===== config.mk =====
export PLATFORM = sky130hd
export DESIGN_NAME = guess_judge
export DESIGN_NICKNAME = d
export VERILOG_FILES = /design/src/rtl/guess_judge_pkg.sv /design/src/rtl/guess_judge_digit_sel.sv /design/src/rtl/guess_judge.sv
export SDC_FILE = /design/constraint.sdc
export NUM_CORES = 1
export LEC_CHECK = 0
export CAP_MARGIN = 0
export CORE_UTILIZATION = 35
export DETAILED_ROUTE_END_ITERATION = 16
export GPL_ROUTABILITY_DRIVEN = 1
export PLACE_DENSITY = 0.6
export SETUP_SLACK_MARGIN = 0.3
export SLEW_MARGIN = 0
export SYNTH_ARGS = -nofsm -noshare
export SYNTH_HDL_FRONTEND = slang
export SYNTH_SLANG_ARGS = --single-unit

===== constraint.sdc =====
create_clock -name clk -period 3 [get_ports clk]
set_clock_uncertainty 0.2 [all_clocks]
set_input_delay 0.6 -clock clk [delete_from_list [all_inputs] [get_ports clk]]
set_output_delay 0.6 -clock clk [all_outputs]
set_load 0.005 [all_outputs]

===== src/rtl/guess_judge_pkg.sv =====
// guess_judge_pkg: shared state encoding and widths for the guess judge
package guess_judge_pkg;
  localparam int DIGIT_W = 4;
  localparam int NUM_DIGITS = 4;
  localparam int CNT_W = 3;
  localparam int TRY_W = 4;
  typedef enum logic [1:0] {IDLE, EXACT, CROSS, DONE} state_e;
endpackage


===== src/rtl/guess_judge_digit_sel.sv =====
// guess_judge_digit_sel: picks one 4-bit digit out of a packed 4-digit word
module guess_judge_digit_sel
  import guess_judge_pkg::*;
(
  input  logic [NUM_DIGITS*DIGIT_W-1:0] digits_i,
  input  logic [1:0]                    idx_i,
  output logic [DIGIT_W-1:0]            digit_o
);
  assign digit_o = digits_i[idx_i*DIGIT_W +: DIGIT_W];
endmodule


===== src/rtl/guess_judge.sv =====
// guess_judge: sequential Bulls-and-Cows scorer with attempt counter and win/lose flags
module guess_judge
  import guess_judge_pkg::*;
#(
  parameter int MAX_TRIES = 8
) (
  input  logic               clk,
  input  logic               rst,
  input  logic [DIGIT_W-1:0] s3,
  input  logic [DIGIT_W-1:0] s2,
  input  logic [DIGIT_W-1:0] s1,
  input  logic [DIGIT_W-1:0] s0,
  input  logic [DIGIT_W-1:0] g3,
  input  logic [DIGIT_W-1:0] g2,
  input  logic [DIGIT_W-1:0] g1,
  input  logic [DIGIT_W-1:0] g0,
  input  logic               start,
  input  logic               new_game,
  output logic               busy,
  output logic               done,
  output logic [CNT_W-1:0]   a_cnt,
  output logic [CNT_W-1:0]   b_cnt,
  output logic [TRY_W-1:0]   tries,
  output logic               win,
  output logic               lose,
  output logic               game_over
);
  localparam logic [TRY_W-1:0] MAX_T = TRY_W'(MAX_TRIES);
  state_e state_q;
  logic [NUM_DIGITS*DIGIT_W-1:0] sec_q, gue_q;
  logic [3:0] idx_q, smatch_q, gmatch_q;
  logic [CNT_W-1:0] a_q, b_q;
  logic [TRY_W-1:0] tries_q, tries_d;
  logic busy_q, done_q, win_q, lose_q;
  logic [1:0] si, gi;
  logic [DIGIT_W-1:0] sd, gd;
  logic eq, cross_hit;
  // EXACT walks position k on both words; CROSS walks guess j (outer) and secret i (inner)
  assign si = idx_q[1:0];
  assign gi = state_q == CROSS ? idx_q[3:2] : idx_q[1:0];
  guess_judge_digit_sel u_sec_sel (.digits_i(sec_q), .idx_i(si), .digit_o(sd));
  guess_judge_digit_sel u_gue_sel (.digits_i(gue_q), .idx_i(gi), .digit_o(gd));
  assign eq = sd == gd;
  assign cross_hit = eq && !gmatch_q[gi] && !smatch_q[si];
  assign tries_d = tries_q == MAX_T ? tries_q : tries_q + TRY_W'(1);
  // Judge FSM: latch, exact scan, cross scan, then report and update game flags
  always_ff @(posedge clk or posedge rst) begin
    if (rst) begin
      state_q  <= IDLE;
      sec_q    <= '0;
      gue_q    <= '0;
      idx_q    <= '0;
      smatch_q <= '0;
      gmatch_q <= '0;
      a_q      <= '0;
      b_q      <= '0;
      tries_q  <= '0;
      busy_q   <= 1'b0;
      done_q   <= 1'b0;
      win_q    <= 1'b0;
      lose_q   <= 1'b0;
    end else if (new_game) begin
      state_q  <= IDLE;
      idx_q    <= '0;
      smatch_q <= '0;
      gmatch_q <= '0;
      a_q      <= '0;
      b_q      <= '0;
      tries_q  <= '0;
      busy_q   <= 1'b0;
      done_q   <= 1'b0;
      win_q    <= 1'b0;
      lose_q   <= 1'b0;
    end else begin
      case (state_q)
        IDLE: begin
          done_q <= 1'b0;
          if (start && !(win_q || lose_q)) begin
            sec_q    <= {s3, s2, s1, s0};
            gue_q    <= {g3, g2, g1, g0};
            idx_q    <= '0;
            smatch_q <= '0;
            gmatch_q <= '0;
            a_q      <= '0;
            b_q      <= '0;
            busy_q   <= 1'b1;
            state_q  <= EXACT;
          end
        end
        EXACT: begin
          if (eq) begin
            a_q          <= a_q + CNT_W'(1);
            smatch_q[si] <= 1'b1;
            gmatch_q[si] <= 1'b1;
          end
          idx_q   <= idx_q == 4'd3 ? '0 : idx_q + 4'd1;
          state_q <= idx_q == 4'd3 ? CROSS : EXACT;
        end
        CROSS: begin
          if (cross_hit) begin
            b_q          <= b_q + CNT_W'(1);
            smatch_q[si] <= 1'b1;
            gmatch_q[gi] <= 1'b1;
          end
          idx_q   <= idx_q + 4'd1;
          state_q <= idx_q == 4'd15 ? DONE : CROSS;
        end
        default: begin
          done_q  <= 1'b1;
          busy_q  <= 1'b0;
          tries_q <= tries_d;
          if (a_q == CNT_W'(4)) win_q <= 1'b1;
          else if (tries_q + TRY_W'(1) == MAX_T) lose_q <= 1'b1;
          state_q <= IDLE;
        end
      endcase
    end
  end
  assign busy      = busy_q;
  assign done      = done_q;
  assign a_cnt     = a_q;
  assign b_cnt     = b_q;
  assign tries     = tries_q;
  assign win       = win_q;
  assign lose      = lose_q;
  assign game_over = win_q | lose_q;
endmodule


==> results.json, run 1 <==
{
  "outcome": "finished, violations left",
  "violations": "DRC",
  "hold_viol": 0,
  "avgSynthCellArea_um2": 11.7,
  "drt_iter0_markers": 90,
  "ios": 51,
  "yosys.area.top_type": "dfrtp_1",
  "h-tree-depth": 3,
  "grt_usage_pct": 15.8,
  "dieHeight_um": 98.2,
  "start_util_pct": 36.6,
  "port_buffers": 50,
  "final_util_pct": 48.1,
  "synthToLayoutAreaGrowth_pct": 31.4,
  "synth_compound_area_share_pct": 11.4,
  "place.gp.congestion": 0.827,
  "synth_simple_gate_area_share_pct": 10.4,
  "clk_path_buf_depth": 2,
  "drive_gt1_share_pct": 31.0,
  "nets": 401,
  "ys_types": 47,
  "layout_setup_ws_ns": 0.200,
  "ant_nets": 0,
  "finalSetupViolCount": 0,
  "clk_latency_ns": 0.34,
  "via_per_inst": 5.16,
  "synth_top_area_share_pct": 46.3,
  "synth-main-ff-cell": "dfrtp_1",
  "worst_pin_slew_ns": 0.608,
  "dp_slack_ns": 0.0956,
  "cts_tree": "done",
  "p_sw_share_pct": 29.3,
  "core_mm2": 0.00885,
  "place_hpwl_mm": 4.96,
  "p_comb_share_pct": 29.7,
  "ys_seq_elements": 60,
  "pwr-share-clk_pct": 26.0,
  "grt_pass1_vias": 2471,
  "grt_max_degree": 34,
  "synth_xor_area_share_pct": 1.58,
  "rows": 34,
  "gr-total-overflow": 0,
  "die_x_um": 98.2,
  "drv_cap": 0,
  "die_area_mm2": 0.00964,
  "ir_drop_mv": 0.282,
  "synth_top_family_by_area": "multiplexers",
  "cp_data_required_time_ns": 3.03,
  "syn-num-nets": 328,
  "hp-class": "reg -> reg",
  "p_int_mw": 1.63,
  "multiInputGateArea_mm2": 0.00172,
  "fillers": 823,
  "routed-via-count": 2390,
  "p_seq_share_pct": 44.3,
  "drc": 2,
  "grt_pass1_wl_mm": 11.9,
  "rsz0062_at_grt": "yes",
  "drt-wirelength-per-cell_um": 15.0,
  "p_total_mw": 2.31,
  "syn_inst": 278,
  "cellLeakagePower_nw": 1.77,
  "synthAdderAreaFrac_pct": 5.41,
  "regArea_mm2": 0.00150,
  "path_clk_slew_ns": 0.07,
  "antenna_cells": 0,
  "cts_made_buffers": 9,
  "wl_mm": 6.95,
  "crit_chain": "inv_2, ha_4, mux2i_4, mux4_2, xnor2_2, and4_4, buf_4, a32o_1, a31o_1",
  "crit_path_end_kind": "flop",
  "slowest_delay_ns": 0.57,
  "crit_type": "reg -> reg",
  "crit_arrival_ns": 2.83,
  "slew_headroom_pct": 59.3,
  "crit_fanout": 5,
  "ys_warn_count": 0,
  "async_flop_share_pct": 100,
  "fmax_mhz": 357,
  "synth.most_common_cell": "dfrtp_1",
  "finalCritPeriodShare_pct": 93.3,
  "cp-start-kind": "flop",
  "synth.yosys.seq_area_share_pct": 46.3,
  "cpMaxStageDelayCell": "mux4_2",
  "power_density_mw_per_mm2": 543,
  "synth_edf_count": 0,
  "synthTopCellsByCount": "dfrtp_1 (60), mux2_2 (33), a21oi_1 (20)",
  "firstDrtPassIters": 12,
  "final.setup.tns_ns": 0,
  "cts_root_buffer": "clkbuf_8",
  "slew_violations": 0,
  "min_period_ns": 2.80,
  "syn_area_mm2": 0.00324,
  "ys_top_cells_by_area": "dfrtp_1 (46%), mux2_2 (11%), mux4_2 (7.0%), ha_1 (5.4%), a21oi_1 (3.1%)",
  "muxShareOfSynthArea_pct": 21.0,
  "hold_buffers": 0,
  "p_switching_uw": 676,
  "antenna_found_initial": 0,
  "cts.sink_count": 60
}
[power by group through the flow]
stage | combinational, mW | clock, mW | sequential, mW
3_5_place_dp | 0.589 | 0 | 1.04
5_1_grt | 0.749 | 0.659 | 1.04
4_1_cts | 0.622 | 0.620 | 1.03
6_report | 0.686 | 0.600 | 1.02
3_3_place_gp | 0.579 | 0 | 1.04
2_1_floorplan | 0.446 | 0 | 1.01
[cell usage in the layout (no fill, tap or decap), drive strengths merged, types with 2 or more instances in the layout]
cell           Yosys  final
a21o               2      2
a21oi             20     20
a31o               3      3
a31oi              7      7
buf                5     23
clkbuf             6     12
clkdlybuf4s50      0     50
clkinv             0      3
dfrtp             60     60
ha                14     14
inv               16     16
mux2              35     35
mux2i              4      4
mux4              10     10
nand2             12     12
nand2b             6      6
nand3             12     12
nand3b             2      2
nand4              5      5
nor2              18     18
nor2b              2      2
nor3               3      3
o21ai             13     13
o22ai              3      3
or2                2      2
xnor2              5      5
[sequential cells by signal, summed over array words and instances, names as in the netlist]
register,count
busy,1
smatch_q,4
a_cnt,3
state_q,2
sec_q,16
idx_q,4
b_cnt,3
gue_q,16
tries,4
done,1
gmatch_q,4
lose,1
win,1
[per-layer routing]
| metal | share of wire, % | GRT usage [%] |
|---|---|---|
| met1 | 44 | 19.8 |
| met2 | 50 | 25.7 |
| met3 | 4.8 | 4.37 |
| met4 | 1.7 | 6.66 |
| met5 | 0 | 0 |
[area by class of cell]
type	count	share of cell area, %
Tap cell	108	3.17
Clock buffer	12	3.17
Sequential cell	60	35.3
Clock inverter	3	0.353
Multi-Input combinational cell	191	40.3
Timing Repair Buffer	73	16.3
Inverter	16	1.41
[worst max-delay path: cells and delay by family (launching register included)]
family                     cells  cell delay, ns
adders and majority gates      1            0.16
AOI/OAI and AO/OA              2            0.43
xor gates and xnor gates       1            0.15
muxes                          2            0.90
DFF                            1            0.39
buffers and inverters          2            0.24
and+or+nand+nor                1            0.22
[path summary, 6_finish.rpt]
kind | from | endpoint | slack [ns] | cells past startpoint
max | state_q[0] | a_cnt[2] | 0.20 | 9
min | gue_q[12] | gue_q[12] | 0.30 | 1
max reg2reg | state_q[0] | a_cnt[2] | 0.20 | 9
min reg2reg | gue_q[12] | gue_q[12] | 0.30 | 1
max in group asynchronous | rst | gmatch_q[1] | 1.61 | 3
min in group asynchronous | rst | idx_q[2] | 0.34 | 2
[stage by stage]
stage,area (µm²),hold WS (ns),cells
after global placement,3940,0.284,439
after global routing,4260,0.317,463
after floorplan,3270,0.274,278
final,4260,0.302,463
after detailed placement,3940,0.288,439
after CTS,4150,0.303,459
[kinds of logic (layout without fill, tap and decap cells)]
| kind of cell | after synthesis | in the layout |
|---|---|---|
| AO/OA/AOI/OAI | 56 | 56 |
| buffers and inverters | 27 | 104 |
| AND/OR/NAND/NOR | 67 | 67 |
| multiplexers | 49 | 49 |
| flip-flops | 60 | 60 |
| XOR/XNOR | 5 | 5 |
| adder cells (fa/ha/maj) | 14 | 14 |
[what timing repair did]
item                                    CTS  global route
pin swaps                                 3             5
endpoints found under the setup margin   14            14
gates resized for setup                   4            14
setup buffers                             5             4
(Power assumes the default switching activity.)
==> run 2: changes to the inputs <==
--- a/config.mk
+++ b/config.mk
@@ -14,4 +14,5 @@
 export SLEW_MARGIN = 0
 export SYNTH_ARGS = -nofsm -noshare
 export SYNTH_HDL_FRONTEND = slang
+export SYNTH_HIERARCHICAL = 1
 export SYNTH_SLANG_ARGS = --single-unit
==> run 2 against run 1 <==
The flow finishes with violations (DRC, setup timing). Design area increased by 2.6%. Sequential cell count unchanged. Synthesized area decreased by 0.54%. Wire length fell by 4.6%. Critical path type unchanged. Largest cell class unchanged. Critical path depth rose by 1. Synthesized cell count is 2.5% lower. Combinational power is 2% lower. Highest routed layer unchanged.
==> results.json, run 2 <==
{
  "outcome": "finished, violations left",
  "violations": "DRC, setup timing",
  "routed-via-count": 2370,
  "wl_mm": 6.63,
  "antenna_found_initial": 0,
  "hold_viol": 0,
  "power_density_mw_per_mm2": 554,
  "async_flop_share_pct": 100,
  "layout_setup_ws_ns": -0.0545,
  "ant_nets": 0,
  "drc": 2,
  "crit_family": "multiplexers",
  "instances_no_fill": 461,
  "rr_startpoint": "state_q[0]",
  "ys_seq_elements": 60,
  "syn_inst": 271,
  "h-tree-depth": 3,
  "start_util_pct": 36.6,
  "nets": 397,
  "drt-wirelength-per-cell_um": 14.4,
  "slew_headroom_pct": 71.7,
  "path_clk_slew_ns": 0.07,
  "final.setup.tns_ns": -0.0829,
  "dpl_cell_area_mm2": 0.00401,
  "cp.depth": 10,
  "slew_violations": 0,
  "finalSetupViolCount": 3,
  "avgSynthCellArea_um2": 11.9,
  "synth_top_area_share_pct": 46.6,
  "crit_type": "reg -> reg",
  "synth.yosys.seq_area_share_pct": 46.6,
  "crit_arrival_ns": 3.14,
  "syn_area_mm2": 0.00322,
  "grt_pass1_wl_mm": 11.4,
  "cpMaxStageDelayCell": "mux4_2",
  "final_common_cell": "dfrtp_1",
  "top_regs": "gue_q x16, sec_q x16",
  "dp_slack_ns": -0.0480,
  "cellLeakagePower_nw": 1.79,
  "ys_warn_count": 6,
  "drive_gt1_share_pct": 34.0,
  "slowest_delay_ns": 0.51,
  "syn-num-nets": 320,
  "cts.sink_count": 60,
  "drt_iter0_markers": 63,
  "rows": 34,
  "synthToLayoutAreaGrowth_pct": 35.6,
  "ys_types": 47,
  "place.gp.congestion": 0.828,
  "grt_max_degree": 34,
  "cp-start-kind": "flop",
  "via_per_inst": 5.14,
  "hold_buffers": 0,
  "port_buffers": 50,
  "die_area_mm2": 0.00959,
  "cts_made_buffers": 9,
  "synth.most_common_cell": "dfrtp_1",
  "fillers": 796,
  "synthTopCellsByCount": "dfrtp_1 (60), mux2_2 (36), nor2_1 (16)",
  "firstDrtPassIters": 12,
  "grt_usage_pct": 15.3,
  "grt_pass1_vias": 2415,
  "cp_data_required_time_ns": 3.08,
  "dp.cells": 439,
  "ys_top_cells_by_area": "dfrtp_1 (47%), mux2_2 (13%), mux4_1 (6.5%), ha_1 (5.0%), a21oi_1 (2.2%)",
  "ir_drop_mv": 0.346,
  "crit_fanout": 5,
  "core_mm2": 0.00881,
  "rrSetupSlack_ns": -0.05,
  "final_cell_mix": "dfrtp_1 (60), clkdlybuf4s50_1 (50), mux2_2 (35), buf_4 (24), nand2_1 (13)",
  "synth-main-ff-cell": "dfrtp_1",
  "path_buf_inv": 2,
  "crit_chain": "inv_2, ha_4, mux2_4, mux4_2, xor2_4, nor4_4, o21ai_2, buf_4, or4_1, nand3_1",
  "die_x_um": 97.9,
  "fmax_mhz": 327,
  "yosys.area.top_type": "dfrtp_1",
  "stdcell_area_mm2": 0.00437,
  "endpoint": "b_cnt[2]",
  "worst_pin_slew_ns": 0.425,
  "antenna_cells": 0,
  "hp-class": "reg -> reg",
  "ios": 51,
  "crit_path_end_kind": "flop",
  "synth_edf_count": 0,
  "cts_root_buffer": "clkbuf_8",
  "reg2regPathDepth": 10,
  "cts_tree": "done",
  "fin_hold_ws_ns": 0.301,
  "worstSetupStartpoint": "state_q[0]",
  "clk_path_buf_depth": 2,
  "rr_endpoint": "b_cnt[2]",
  "rsz0062_at_grt": "yes",
  "clk_latency_ns": 0.35,
  "min_period_ns": 3.05,
  "finalCritPeriodShare_pct": 102,
  "place_hpwl_mm": 4.76,
  "drv_cap": 0,
  "dieHeight_um": 97.9,
  "gr-total-overflow": 0
}
run 2: cell types whose count changed after synthesis, moves of 4 or more:
| cell | change |
|---|---|
| a21oi_1 | -6 |
| nand4_1 | -5 |
| mux4_1 | +8 |
| mux4_2 | -9 |
| nand3_1 | -4 |
| xor2_1 | +4 |
run 2: timing repair:
action,in CTS,in global routing
cloned,0,0
setup buffers,2,4
gates resized for setup,15,12
pin swaps,12,8
setup endpoints to repair,14,17
run 2: how the worst min path moves through the flow:
stage                   to  cells after the start   startpoint
3_3_place_gp   smatch_q[3]                      2  smatch_q[3]
6_report         sec_q[13]                      1    sec_q[13]
3_5_place_dp   smatch_q[3]                      2  smatch_q[3]
5_1_grt          sec_q[13]                      1    sec_q[13]
4_1_cts           sec_q[9]                      1     sec_q[9]
2_1_floorplan  smatch_q[2]                      2  smatch_q[2]
run 2: layer usage:
metal,track usage [%],up-vias,share of wire (%)
li1,-,1144,-
met1,19.4,1158,45
met2,24.3,55,48
met3,4.29,13,4.5
met4,6.99,0,2.1
met5,0,-,0
run 2: power breakdown:
part,leakage [nW],total (mW),internal (mW),switching [mW]
clock network,0.0918,0.728,0.385,0.343
registers,0.760,1.02,0.947,0.0755
logic,0.939,0.671,0.373,0.297
total,1.79,2.42,1.71,0.716
run 2: worst register-to-register path: stages, from the launching register on:
cell     delay [ns]
dfrtp_1        0.40
inv_2          0.08
ha_4           0.14
mux2_4         0.34
mux4_2         0.51
xor2_4         0.19
nor4_4         0.37
o21ai_2        0.14
buf_4          0.16
or4_1          0.39
nand3_1        0.08
run 2: area by class of cell:
cell class,count,area [µm²],share of cell area (%)
flip-flops and latches,60,1500,34.4
multi-input cells,186,1750,40.0
clock inverters,7,75.1,1.72
repair buffers,77,732,16.8
well taps,108,135,3.09
clock buffers,9,124,2.84
inverters,14,52.6,1.20
run 2: kinds of logic (layout without fill, tap and decap cells):
| logic type | Yosys count | after routing | synth area share (%) |
|---|---|---|---|
| AND/OR/NAND/NOR | 69 | 69 | 11.6 |
| flip-flops | 60 | 60 | 46.6 |
| AO/OA/AOI/OAI | 52 | 52 | 11.0 |
| multiplexers | 47 | 47 | 20.6 |
| buffers and inverters | 25 | 107 | 3.84 |
| adder cells (fa/ha/maj) | 13 | 13 | 5.05 |
| XOR/XNOR | 5 | 5 | 1.36 |
run 2: stage by stage:
step,utilization (%),power [mW]
3_5_place_dp,45.5,1.62
6_report,49.6,2.42
5_1_grt,49.6,2.56
3_3_place_gp,45.5,1.61
4_1_cts,48.6,2.42
2_1_floorplan,-,1.42
